==> config.mk <==
export PLATFORM = sky130hd
export DESIGN_NAME = counter_x3
export DESIGN_NICKNAME = d
export VERILOG_FILES = /design/src/rtl/counter_x3.sv
export SDC_FILE = /design/constraint.sdc
export NUM_CORES = 1
export LEC_CHECK = 0
export BUFFER_PORTS_ARGS = -buffer_cell sky130_fd_sc_hd__buf_2
export CORE_MARGIN = 4
export CORE_UTILIZATION = 41
export CTS_CLUSTER_SIZE = 14
export DETAILED_ROUTE_END_ITERATION = 12
export MAX_ROUTING_LAYER = met4
export PLACE_DENSITY = 0.55
export SETUP_SLACK_MARGIN = 0.4
export SLEW_MARGIN = 20
export SYNTH_ARGS = -nofsm -noshare
export SYNTH_HDL_FRONTEND = slang
export SYNTH_SLANG_ARGS = --single-unit
==> constraint.sdc <==
create_clock -name clk -period 4.2 [get_ports clk]
set_clock_uncertainty 0.15 [all_clocks]
set_input_delay 0.21 -clock clk [delete_from_list [all_inputs] [get_ports clk]]
set_output_delay 0.21 -clock clk [all_outputs]
set_load 0.05 [all_outputs]
==> src/rtl/counter_x3.sv <==
// rtl/counter_x3.sv - three-channel 32-bit down-counter/timer peripheral
//
// Purpose:
//   Three independent 32-bit down-counters with reload registers, plus one
//   shared 9-bit control register. Each channel runs in one of three modes:
//   one-shot, rate generator or square wave. Channels count on their tick
//   input, but only while enabled and while the count is non-zero.
//
// Control register ctrl[8:0]:
//   [1:0] mode ch0, [3:2] mode ch1, [5:4] mode ch2
//   (00 one-shot, 01 rate generator, 10 square wave, 11 same as 00)
//   [6+i] count enable for channel i
//
// Ports:
//   clk           in   1   system clock, all state on rising edge
//   rst           in   1   synchronous reset, active-low
//   counter_we    in   1   write strobe from the I/O bus decoder
//   counter_val   in  32   write data (bus Peripheral_in)
//   counter_ch    in   2   00/01/10 select channel 0/1/2, 11 selects ctrl
//   tick          in   3   per-channel count-enable pulses
//   counter_out   out 32   combinational readback of the selected register
//   counter0_out  out  1   channel 0 output
//   counter1_out  out  1   channel 1 output
//   counter2_out  out  1   channel 2 output
//
// Build option:
//   COUNTER_PRESCALE_EN - when defined, channel 2 counts on an internal
//   prescaler pulse (one per PRESCALE_DIV clocks) instead of tick[2].

module counter_x3 #(
    parameter logic [8:0]  CTRL_RST     = 9'h000,
    parameter int unsigned PRESCALE_DIV = 50000
) (
    input  logic        clk,
    input  logic        rst,
    input  logic        counter_we,
    input  logic [31:0] counter_val,
    input  logic [1:0]  counter_ch,
    input  logic [2:0]  tick,
    output logic [31:0] counter_out,
    output logic        counter0_out,
    output logic        counter1_out,
    output logic        counter2_out
);

    localparam logic [1:0] MODE_ONE_SHOT = 2'b00;
    localparam logic [1:0] MODE_RATE     = 2'b01;
    localparam logic [1:0] MODE_SQUARE   = 2'b10;
    localparam logic [1:0] MODE_ALIAS    = 2'b11;
    localparam logic [1:0] CH_CTRL       = 2'b11;

    logic [8:0]  ctrl_q;
    logic        ctrl_wr;
    logic [2:0]  tick_eff;
    logic [2:0]  out_vec;
    logic [31:0] count_vis [3];

    assign ctrl_wr = counter_we && (counter_ch == CH_CTRL);

    // ------------------------------------------------------------------
    // Tick source selection
    // ------------------------------------------------------------------
`ifdef COUNTER_PRESCALE_EN
    localparam int unsigned      PRE_W    = (PRESCALE_DIV > 1) ? $clog2(PRESCALE_DIV) : 1;
    localparam logic [PRE_W-1:0] PRE_LAST = PRE_W'(PRESCALE_DIV - 1);

    logic [PRE_W-1:0] pre_cnt;
    logic             pre_pulse;
    logic             unused_tick2;

    // Free-running divider; the pulse is high for the one cycle in which
    // the divider sits at 0 after wrapping, independent of the enables.
    always_ff @(posedge clk) begin
        if (!rst) begin
            pre_cnt   <= '0;
            pre_pulse <= 1'b0;
        end else begin
            pre_pulse <= (pre_cnt == PRE_LAST);
            if (pre_cnt == PRE_LAST) begin
                pre_cnt <= '0;
            end else begin
                pre_cnt <= pre_cnt + PRE_W'(1);
            end
        end
    end

    assign tick_eff     = {pre_pulse, tick[1:0]};
    assign unused_tick2 = tick[2];
`else
    logic [31:0] unused_prescale_div;

    assign tick_eff            = tick;
    assign unused_prescale_div = PRESCALE_DIV;
`endif

    // ------------------------------------------------------------------
    // Control register
    // ------------------------------------------------------------------
    always_ff @(posedge clk) begin
        if (!rst) begin
            ctrl_q <= CTRL_RST;
        end else if (ctrl_wr) begin
            ctrl_q <= counter_val[8:0];
        end
    end

    // ------------------------------------------------------------------
    // Channels
    // ------------------------------------------------------------------
    for (genvar i = 0; i < 3; i++) begin : g_ch
        logic [31:0] count_r;
        logic [31:0] count_d;
        logic [31:0] reload_r;
        logic [31:0] reload_d;
        logic        out_r;
        logic        out_d;
        logic [1:0]  mode_raw;
        logic [1:0]  mode;
        logic        enable;
        logic        data_wr;

        assign mode_raw = ctrl_q[2*i +: 2];
        assign mode     = (mode_raw == MODE_ALIAS) ? MODE_ONE_SHOT : mode_raw;
        assign enable   = ctrl_q[6+i];
        assign data_wr  = counter_we && (counter_ch == 2'(i));

        always_comb begin
            count_d  = count_r;
            reload_d = reload_r;
            out_d    = out_r;

            // The rate-generator pulse lasts one cycle: it drops on every
            // edge unless a terminal event re-asserts it below.
            if (mode == MODE_RATE) begin
                out_d = 1'b0;
            end

            if (data_wr) begin
                // A load wins over a tick arriving in the same cycle.
                reload_d = counter_val;
                count_d  = counter_val;
                out_d    = 1'b0;
            end else if (enable && tick_eff[i] && (count_r != 32'd0)) begin
                if (count_r == 32'd1) begin
                    case (mode)
                        MODE_RATE: begin
                            count_d = reload_r;
                            out_d   = 1'b1;
                        end
                        MODE_SQUARE: begin
                            count_d = reload_r;
                            out_d   = ~out_r;
                        end
                        default: begin
                            // One-shot parks at zero, which also stops counting.
                            count_d = 32'd0;
                            out_d   = 1'b1;
                        end
                    endcase
                end else begin
                    count_d = count_r - 32'd1;
                end
            end

            // Changing this channel's mode field restarts its output low.
            if (ctrl_wr && (counter_val[2*i +: 2] != mode_raw)) begin
                out_d = 1'b0;
            end
        end

        always_ff @(posedge clk) begin
            if (!rst) begin
                count_r  <= 32'd0;
                reload_r <= 32'd0;
                out_r    <= 1'b0;
            end else begin
                count_r  <= count_d;
                reload_r <= reload_d;
                out_r    <= out_d;
            end
        end

        assign count_vis[i] = count_r;
        assign out_vec[i]   = out_r;
    end

    // ------------------------------------------------------------------
    // Readback and outputs
    // ------------------------------------------------------------------
    always_comb begin
        counter_out = 32'd0;
        case (counter_ch)
            2'b00:   counter_out = count_vis[0];
            2'b01:   counter_out = count_vis[1];
            2'b10:   counter_out = count_vis[2];
            default: counter_out = {23'd0, ctrl_q};
        endcase
    end

    assign counter0_out = out_vec[0];
    assign counter1_out = out_vec[1];
    assign counter2_out = out_vec[2];

endmodule

==> results of run 1 <==
==> stage by stage <==
step           std cells  utilization
2_1_floorplan       1586            -
3_3_place_gp        1959        0.444
3_5_place_dp        1959        0.444
4_1_cts             2033        0.484
5_1_grt             2033        0.484
6_report            2033        0.484
==> repair_timing <==
action                    CTS  global route
hold buffers               34             0
hold endpoints to repair  176             0
buffers inserted            0             0
==> worst min-delay path, stage by stage <==
cell,delay [ps]
buf_2,280
nand2_1,130
a31oi_1,40
==> how the worst max path moves through the flow <==
stage	startpoint	endpoint	slack (ps)	cells after the start
finish	g_ch[1].count_r[15]$_SDFFE_PN0P_	g_ch[1].count_r[12]$_SDFFE_PN0P_	700	8
global route	g_ch[1].count_r[15]$_SDFFE_PN0P_	g_ch[1].count_r[12]$_SDFFE_PN0P_	490	8
CTS	g_ch[1].count_r[15]$_SDFFE_PN0P_	g_ch[1].count_r[12]$_SDFFE_PN0P_	790	8
detailed placement	g_ch[1].count_r[15]$_SDFFE_PN0P_	g_ch[1].count_r[28]$_SDFFE_PN0P_	810	8
global placement	g_ch[1].count_r[15]$_SDFFE_PN0P_	g_ch[1].count_r[12]$_SDFFE_PN0P_	760	8
floorplan	g_ch[1].count_r[15]$_SDFFE_PN0P_	g_ch[1].count_r[14]$_SDFFE_PN0P_	1270	10
==> placed cells by master (no fill, tap or decap), drive strengths merged, types with 5 or more instances in the layout <==
master,synthesis,final
a211oi,11,11
a21o,5,5
a21oi,221,221
a221oi,12,12
a22oi,8,8
a311oi,5,5
a31oi,19,19
a32oi,6,6
and2,5,5
and3,13,13
and4,6,6
buf,24,119
clkbuf,100,37
dfxtp,204,204
dlygate4sd3,0,34
ha,12,12
inv,19,19
mux2i,26,26
mux4,9,9
nand2,327,327
nand3,57,57
nand4,14,14
nor2,87,87
nor2b,7,7
nor3,44,44
nor4,35,35
o211ai,10,10
o21ai,139,139
o22ai,15,15
o31ai,6,6
o32ai,6,6
o41ai,6,6
or3,16,16
or4,20,20
xnor2,23,23
xor2,12,12
==> power groups by stage <==
stage	logic (mW)	clock network [mW]	registers [mW]
floorplan	0.852	0	2.12
global placement	1.21	0	2.18
CTS	1.23	2.12	2.14
detailed placement	1.20	0	2.18
finish	1.26	2.09	2.14
global route	1.38	2.21	2.15
==> metal layers <==
metal | wire (um) | part of all wire
met3 | 3980 | 0.082
met2 | 21000 | 0.43
met1 | 21500 | 0.44
met5 | 0 | 0
met4 | 1940 | 0.040
==> final cells by class <==
type                            instances  area, sq um
Clock buffer                           37          721
Fill cell                            2857        14300
Tap cell                              378          473
Clock inverter                          3         40.0
Sequential cell                       204         4080
Inverter                               19         73.8
Multi-Input combinational cell       1239         6970
Timing Repair Buffer                  153         1070
==> flip-flops by register name, indices dropped and copies added (netlist names) <==
register / cells
ctrl_q: 9
counter1_out: 1
g_ch.count_r: 96
counter0_out: 1
g_ch.reload_r: 96
counter2_out: 1
==> kinds of logic after synthesis <==
logic type                 after synthesis
adders and majority gates               12
muxes                                   36
xor gates and xnor gates                35
AOI/OAI and AO/OA                      502
DFF                                    204
and+or+nand+nor                        654
buffers and inverters                  143
==> results.sh, run 1 <==
export IMPL_whs_path_depth=3
export IMPL_cp_common_cell="or4_4"
export IMPL_setup_viol=0
export IMPL_synth_area_sq_um=11600
export IMPL_ys_seq_area_frac=0.353
export IMPL_power_leakage_nw=4.94
export IMPL_yosys_top_cells_count="326 x nand2_1, 221 x a21oi_1, 204 x dfxtp_1"
export IMPL_syn_area_per_cell_sq_um=7.30
export IMPL_status="finished, final reports clean"
export IMPL_layout_drive_gt1_share=0.114
export IMPL_synth_seq_cells=204
export IMPL_areaGrowthSynthToFinish_pct=16.1
export IMPL_reg2regPathDepth=8
export IMPL_min_from="rst"
export IMPL_power_total_mw=5.49
export IMPL_fin_crit_ps=3500
export IMPL_worst_setup_path_start_kind="flop"
export IMPL_min_path_type="primary input to flop"
export IMPL_use_met1=0.429
export IMPL_final_area_sq_um=13400
export IMPL_io_buffers=74
export IMPL_wl_per_cell_um=23.8
export IMPL_ctsResizeCount=0
export IMPL_ys_warn_count=0
export IMPL_die_width_um=176
export IMPL_fmax_mhz=286
export IMPL_synth_mux_area_frac=0.0410
export IMPL_rsz0062_at_grt="false"
export IMPL_r2r_end="g_ch[1].count_r[12]$_SDFFE_PN0P_"
export IMPL_synthTopCellsByArea="dfxtp_1 35%, nand2_1 11%, a21oi_1 9.6%"
export IMPL_seqPwrFrac=0.390
export IMPL_synth_adder_area_share=0.0130
export IMPL_top_usage_layer="met2"
export IMPL_async_reset_ff_frac=0
export IMPL_cp_num_buf_inv=1
export IMPL_fin_ws_ps=699
export IMPL_antenna_cells=0
export IMPL_worstMarginPinSlew_ps=1000
export IMPL_grt_overflow=0
export IMPL_drc_errors=0
export IMPL_cts_buffers=25
export IMPL_via_count=12419
export IMPL_place_ws_ps=813
export IMPL_hold_end="g_ch[0].count_r[27]$_SDFFE_PN0P_"
export IMPL_reg2reg_slack_ps=700
export IMPL_placed_cell_area_sq_um=12300
export IMPL_synth_compound_area_frac=0.252
export IMPL_start_util=0.417
export IMPL_hold_ws_ps=27.7
export IMPL_rows=61
export IMPL_slew_violations=0
export IMPL_crit_arrival_ps=3810
export IMPL_slew_headroom=0.332
export IMPL_synth_simple_area_share=0.266
export IMPL_p_comb_frac=0.229
export IMPL_routed_wl_um=48500
export IMPL_place_congestion=0.973
export IMPL_clk_latency_ps=530
export IMPL_cts_root_buf="clkbuf_16"
export IMPL_p_sw_frac=0.328
export IMPL_antenna_found_initial=0
export IMPL_p_int_mw=3.69
export IMPL_p_per_area_nw_per_um2=409
export IMPL_drtPass1Iterations=6
export IMPL_maxCapViolCount=0
export IMPL_cp_required_ps=4510
export IMPL_drt_iter0_drc=1361
export IMPL_fin_crit_sh=0.834
export IMPL_grt_pass1_vias=11563
export IMPL_critPathMaxFanout=12
export IMPL_io_pins=75
export IMPL_grt_pass1_wl_um=73200
export IMPL_synth_most_common_cell="nand2_1"
export IMPL_hold_viol_final=0
export IMPL_cpMaxStageDelayCell="or4_4"
export IMPL_grt_max_degree=72
export IMPL_synth_nets=1638
export IMPL_cp_cell_sequence="or4_4 > or4_4 > nor4_1 > nand3_1 > buf_4 > nor3_1 > a21oi_1 > o21ai_0"
export IMPL_yosysTopAreaCell="dfxtp_1"
export IMPL_cts_htree_levels=1
export IMPL_synthFlopType="dfxtp_1"
export IMPL_crit_family="simple AND/OR/NAND/NOR gates"
export IMPL_vdd_ir_drop_max_mv=0.236
export IMPL_synthCells=1586
export IMPL_cts_sinks=204
export IMPL_synth_top_area_frac=0.353
export IMPL_nets=1694
export IMPL_cp_end_kind="flop"
export IMPL_place_hpwl_um=34700
export IMPL_dieArea_sq_um=31000
export IMPL_finalSetupTns_ps=0
export IMPL_rr_startpoint="g_ch[1].count_r[15]$_SDFFE_PN0P_"
export IMPL_synth_xor_area_frac=0.0265
export IMPL_ant_nets=0
export IMPL_die_h_um=176
export IMPL_synth_edf_count=0
export IMPL_switching_power_mw=1.80
export IMPL_viasPerCell=6.11
export IMPL_critical_path_class="flop to flop"
export IMPL_cts_clk_slew_worst_paths_ps=60
export IMPL_grt_met3_usage=0.0606
export IMPL_crit_path_max_incr_delay_ps=620
export IMPL_p_clk_frac=0.381
export IMPL_core_sq_um=27800
export IMPL_clock_path_buffers=3
export IMPL_ys_types=67
export IMPL_cts_tree="yes"
export IMPL_grt_use_met2=0.458
export IMPL_grt_use_total=0.312
export IMPL_synth_top_family_by_area="simple AND/OR/NAND/NOR gates"
(Power assumes the default switching activity.)
==> inputs of run 2 (changes only) <==
ABC_AREA = 1   (was default)
PLACE_DENSITY = 0.54   (was 0.55)
clock period = 3.4 ns   (was 4.2 ns; I/O delays follow)
==> run 2 against run 1 <==
Global-route usage is 0.15 points lower. Setup slack better by 34 ps. Utilization decreased by 0.70 points. Critical path depth is 6 higher. Sequential power is 24% higher. Critical path type unchanged. Critical endpoint is now g_ch[2].count_r[9]$_SDFFE_PN0P_. Largest cell class unchanged. Largest power group is now clock.
==> results.sh, run 2 <==
export IMPL_status="finished, final reports clean"
export IMPL_yosys_top_cells_count="575 x nand2_1, 313 x nor2_1, 207 x nand3_1"
export IMPL_p_comb_frac=0.281
export IMPL_fin_crit_ps=2670
export IMPL_cp_required_ps=3730
export IMPL_io_pins=75
export IMPL_cp_end_kind="flop"
export IMPL_fmax_mhz=375
export IMPL_mostFrequentLayoutCell="nand2_1"
export IMPL_layout_drive_gt1_share=0.0922
export IMPL_start_util=0.416
export IMPL_synthCells=2090
export IMPL_hold_ws_ps=116
export IMPL_routed_wl_um=52400
export IMPL_cts_htree_levels=1
export IMPL_min_path_type="primary input to flop"
export IMPL_p_int_mw=4.81
export IMPL_seqPwrFrac=0.349
export IMPL_p_clk_frac=0.369
export IMPL_place_hpwl_um=39200
export IMPL_vdd_ir_drop_max_mv=0.407
export IMPL_p_per_area_nw_per_um2=518
export IMPL_grt_overflow=0
export IMPL_power_total_mw=7.58
export IMPL_die_width_um=184
export IMPL_async_reset_ff_frac=0
export IMPL_final_cell_mix="574 x nand2_1, 313 x nor2_1, 207 x nand3_1"
export IMPL_ys_types=39
export IMPL_slew_violations=0
export IMPL_ant_nets=0
export IMPL_clock_path_buffers=3
export IMPL_via_count=14156
export IMPL_nets=2214
export IMPL_viasPerCell=5.50
export IMPL_finalSetupTns_ps=0
export IMPL_grt_pass1_wl_um=79000
export IMPL_rsz0062_at_grt="false"
export IMPL_worstSetupStartpoint="g_ch[2].count_r[0]$_SDFFE_PN0P_"
export IMPL_power_leakage_nw=6.78
export IMPL_synthFlopType="dfxtp_1"
export IMPL_cts_sinks=204
export IMPL_rr_startpoint="g_ch[2].count_r[0]$_SDFFE_PN0P_"
export IMPL_areaGrowthSynthToFinish_pct=14.6
export IMPL_drtPass1Iterations=5
export IMPL_antenna_found_initial=0
export IMPL_crit_arrival_ps=3000
export IMPL_switching_power_mw=2.77
export IMPL_min_from="rst"
export IMPL_worstMarginPinSlew_ps=852
export IMPL_critical_path_class="flop to flop"
export IMPL_yosysTopAreaCell="dfxtp_1"
export IMPL_dieArea_sq_um=34000
export IMPL_grt_pass1_vias=13228
export IMPL_synth_top_area_frac=0.320
export IMPL_p_sw_frac=0.365
export IMPL_synth_area_sq_um=12800
export IMPL_synth_most_common_cell="nand2_1"
export IMPL_setup_viol=0
export IMPL_hold_viol_final=0
export IMPL_cts_tree="yes"
export IMPL_fin_crit_sh=0.784
export IMPL_io_buffers=74
export IMPL_die_h_um=184
export IMPL_reg_top3="g_ch.count_r (96), g_ch.reload_r (96), ctrl_q (9)"
export IMPL_grt_use_total=0.310
export IMPL_ys_warn_count=0
export IMPL_cts_root_buf="clkbuf_16"
export IMPL_synthTopCellsByArea="dfxtp_1 32%, nand2_1 17%, nor2_1 9.2%"
export IMPL_place_inst=2498
export IMPL_grt_max_degree=65
export IMPL_ys_seq_area_frac=0.320
export IMPL_antenna_cells=0
export IMPL_fin_cells=2575
export IMPL_clk_latency_ps=550
export IMPL_core_sq_um=30700
export IMPL_wl_per_cell_um=20.4
export IMPL_cts_clk_slew_worst_paths_ps=60
export IMPL_place_congestion=1.01
export IMPL_cts_buffers=26
export IMPL_critPathMaxFanout=34
export IMPL_syn_area_per_cell_sq_um=6.10
export IMPL_synth_seq_cells=204
export IMPL_rows=64
export IMPL_drc_errors=0
export IMPL_slew_headroom=0.432
export IMPL_maxCapViolCount=0
export IMPL_worst_setup_path_start_kind="flop"
export IMPL_synth_edf_count=0
export IMPL_synth_nets=2142
export IMPL_drt_iter0_drc=1190
==> run 2: final timing paths <==
kind                                                     endpoint  slack [ps]  depth (start not counted)
worst max-delay path              g_ch[2].count_r[9]$_SDFFE_PN0P_         730                         14
worst min register to register  g_ch[1].reload_r[20]$_SDFFE_PN0P_         310                          2
worst max register to register    g_ch[2].count_r[9]$_SDFFE_PN0P_         730                         14
worst min-delay path             g_ch[2].count_r[17]$_SDFFE_PN0P_         120                          3
==> run 2: area by class of cell <==
type / instances / area, sq um
inverters: 216 / 813
multi-input cells: 1583 / 7450
clock buffers: 38 / 787
well taps: 396 / 495
repair buffers: 131 / 916
fillers: 3373 / 16100
clock inverters: 7 / 70.1
flip-flops and latches: 204 / 4080
==> run 2: logic make-up (layout without fill, tap and decap cells) <==
| family | after synthesis | after routing | share of synthesized area |
|---|---|---|---|
| AOI/OAI and AO/OA | 327 | 327 | 0.141 |
| xor gates and xnor gates | 36 | 36 | 0.0247 |
| adders and majority gates | 12 | 12 | 0.0118 |
| buffers and inverters | 303 | 392 | 0.0965 |
| DFF | 204 | 204 | 0.320 |
| and+or+nand+nor | 1208 | 1208 | 0.406 |
==> run 2: repair_timing <==
action	CTS	global route
setup buffers	0	0
hold buffers	32	0
endpoints found under the hold margin	173	0
resized for setup	0	1
endpoints found under the setup margin	0	20
==> run 2: worst max-delay path: stages, from the launching register on <==
cell     delay [ps]
dfxtp_1         310
inv_1           190
ha_1            230
nand2_1         130
inv_1           150
nand2_1         110
nor2_2          170
nand2_1          90
nand2_2         280
nand2_4         300
inv_1           220
nand2_1          70
nand2_1          60
nand2_1          40
nand2_1          70
==> run 2: metal layers <==
| metal | GRT usage | vias to the layer above | wire length (um) |
|---|---|---|---|
| met5 | - | - | 0 |
| met4 | 0.0911 | 0 | 1860 |
| met3 | 0.0456 | 103 | 3530 |
| met2 | 0.508 | 477 | 24500 |
| met1 | 0.399 | 6635 | 22500 |
| li1 | - | 6941 | - |
==> run 2: power groups by stage <==
| stage | Clock, mW | Combinational (mW) | Sequential (mW) |
|---|---|---|---|
| 2_1_floorplan | 0 | 1.48 | 2.65 |
| 5_1_grt | 2.94 | 2.35 | 2.66 |
| 4_1_cts | 2.86 | 2.11 | 2.64 |
| 3_3_place_gp | 0 | 2.06 | 2.69 |
| 6_report | 2.80 | 2.13 | 2.65 |
| 3_5_place_dp | 0 | 2.07 | 2.69 |
==> run 2: metrics by stage <==
step,util,cell area (sq um),setup WS [ps]
after floorplan,-,12800,1450
after global placement,0.438,13400,536
after detailed placement,0.438,13400,486
after CTS,0.476,14600,465
after global routing,0.477,14600,450
final,0.477,14600,733
==> inputs of run 3 (changes only) <==
PLACE_DENSITY = 0.57   (was 0.54)
clock period = 2.3 ns   (was 3.4 ns; I/O delays follow)
==> run 3 against run 2 <==
Global-route usage up 2.5 points. Die area stayed put. Critical path depth is 1 higher. Highest routed layer unchanged.
==> results.sh, run 3 (synthesized netlist as in run 2, its figures left out) <==
export IMPL_place_hpwl_um=40800
export IMPL_reg2regPathDepth=15
export IMPL_start_util=0.416
export IMPL_dieArea_sq_um=34000
export IMPL_clk_latency_ps=540
export IMPL_worstSetupStartpoint="g_ch[1].count_r[1]$_SDFFE_PN0P_"
export IMPL_final_area_sq_um=18800
export IMPL_io_pins=75
export IMPL_fmax_mhz=483
export IMPL_io_buffers=74
export IMPL_slew_headroom=0.567
export IMPL_min_from="counter_we"
export IMPL_hold_viol_final=0
export IMPL_cts_sinks=204
export IMPL_cts_root_buf="clkbuf_16"
export IMPL_grt_max_degree=56
export IMPL_slew_violations=0
export IMPL_rows=64
export IMPL_power_total_mw=12.7
export IMPL_p_comb_frac=0.375
export IMPL_placed_cell_area_sq_um=14300
export IMPL_critical_path_class="flop to flop"
export IMPL_p_clk_frac=0.319
export IMPL_rsz0062_at_grt="true"
export IMPL_final_util=0.614
export IMPL_layout_drive_gt1_share=0.324
export IMPL_cts_buffers=25
export IMPL_power_leakage_nw=8.42
export IMPL_grt_pass1_wl_um=85700
export IMPL_cts_htree_levels=1
export IMPL_p_sw_frac=0.377
export IMPL_routed_wl_um=59400
export IMPL_drc_errors=0
export IMPL_cts_clk_slew_worst_paths_ps=60
export IMPL_hold_ws_ps=34.4
export IMPL_place_congestion=1.01
export IMPL_ant_nets=0
export IMPL_wl_per_cell_um=21.3
export IMPL_place_ws_ps=-33.8
export IMPL_mostFrequentLayoutCell="nand2_1"
export IMPL_whs_path_depth=5
export IMPL_final_cell_mix="522 x nand2_1, 228 x nor2_1, 168 x nand3_1"
export IMPL_reg_top3="g_ch.count_r (96), g_ch.reload_r (96), ctrl_q (9)"
export IMPL_nets=2431
export IMPL_grt_pass1_vias=14506
export IMPL_fin_crit_ps=2070
export IMPL_p_int_mw=7.93
export IMPL_core_sq_um=30700
export IMPL_rr_startpoint="g_ch[1].count_r[1]$_SDFFE_PN0P_"
export IMPL_vdd_ir_drop_max_mv=0.554
export IMPL_die_width_um=184
export IMPL_setup_viol=0
export IMPL_cp_required_ps=2630
export IMPL_worst_setup_path_start_kind="flop"
export IMPL_cp_end_kind="flop"
export IMPL_cts_tree="yes"
export IMPL_antenna_found_initial=1
export IMPL_maxCapViolCount=0
export IMPL_crit_arrival_ps=2400
export IMPL_worstMarginPinSlew_ps=649
export IMPL_grt_use_total=0.335
export IMPL_fin_crit_sh=0.901
export IMPL_seqPwrFrac=0.306
export IMPL_fin_ws_ps=228
export IMPL_critPathMaxFanout=6
export IMPL_switching_power_mw=4.79
export IMPL_status="finished, final reports clean"
export IMPL_areaGrowthSynthToFinish_pct=47.7
export IMPL_die_h_um=184
export IMPL_p_per_area_nw_per_um2=675
export IMPL_via_count=15693
export IMPL_drt_iter0_drc=1448
export IMPL_clock_path_buffers=3
export IMPL_viasPerCell=5.62
export IMPL_drtPass1Iterations=7
export IMPL_min_path_type="primary input to flop"
export IMPL_grt_overflow=0
==> run 3: changes by cell type in the layout (fill, tap and decap cells not counted), moves of 43 or more <==
cell,change
buf_4,+144
buf_6,+71
dfxtp_1,-52
dfxtp_2,+43
nand2_1,-52
nor2_1,-85
nor2_4,+51
o21ai_0,-44
==> run 3: routing by layer <==
metal / up-vias / GRT usage / wire length [um]
met5: - / - / 0
met4: 0 / 0.113 / 3190
met3: 198 / 0.0320 / 4140
met2: 742 / 0.545 / 27500
met1: 7370 / 0.439 / 24500
li1: 7383 / - / -
==> run 3: power by group through the flow <==
stage / clock network (mW) / logic, mW / registers [mW]
floorplan: 0 / 2.19 / 3.91
global placement: 0 / 3.39 / 3.91
detailed placement: 0 / 3.39 / 3.91
CTS: 4.10 / 3.89 / 3.85
global route: 4.25 / 5.13 / 3.91
finish: 4.05 / 4.77 / 3.89
==> run 3: what timing repair did <==
action	in CTS	in global routing
hold buffers	33	0
gates cloned	7	7
pin swaps	41	156
setup buffers	59	38
gates resized for setup	237	430
hold endpoints to repair	198	0
endpoints found under the setup margin	131	130
==> run 3: layout make-up <==
cell class,instances,area [sq um]
multi-input combinational,1585,9140
antenna,1,2.50
fill,2796,11800
inverter,216,882
timing repair buffer,347,3340
clock buffer,34,669
sequential,204,4170
tap,396,495
clock inverter,11,140
==> run 3: worst paths after layout <==
kind	endpoint	slack, ps
worst max register to register	g_ch[1].count_r[20]$_SDFFE_PN0P_	230
worst max-delay path	g_ch[1].count_r[20]$_SDFFE_PN0P_	230
worst min-delay path	g_ch[2].reload_r[1]$_SDFFE_PN0P_	30
worst min register to register	g_ch[0].reload_r[31]$_SDFFE_PN0P_	310
==> run 3: worst max-delay path, cell delays in order, from the launching register on <==
cell and delay, ps:
dfxtp_2 340, inv_4 70, ha_4 120, nor3b_2 150
buf_4 150, nand3_4 80, buf_6 130, nor2_4 160
buf_6 160, buf_12 130, nand3b_1 70, nand2_1 80
inv_2 50, nand3_1 70, nand2_1 50, inv_1 40
==> run 3: through the flow <==
step / std cells / setup TNS [ps]
3_5_place_dp: 2604 / -112
6_report: 2794 / 0
3_3_place_gp: 2604 / -17.1
4_1_cts: 2748 / 0
5_1_grt: 2794 / 0
2_1_floorplan: 2090 / 0
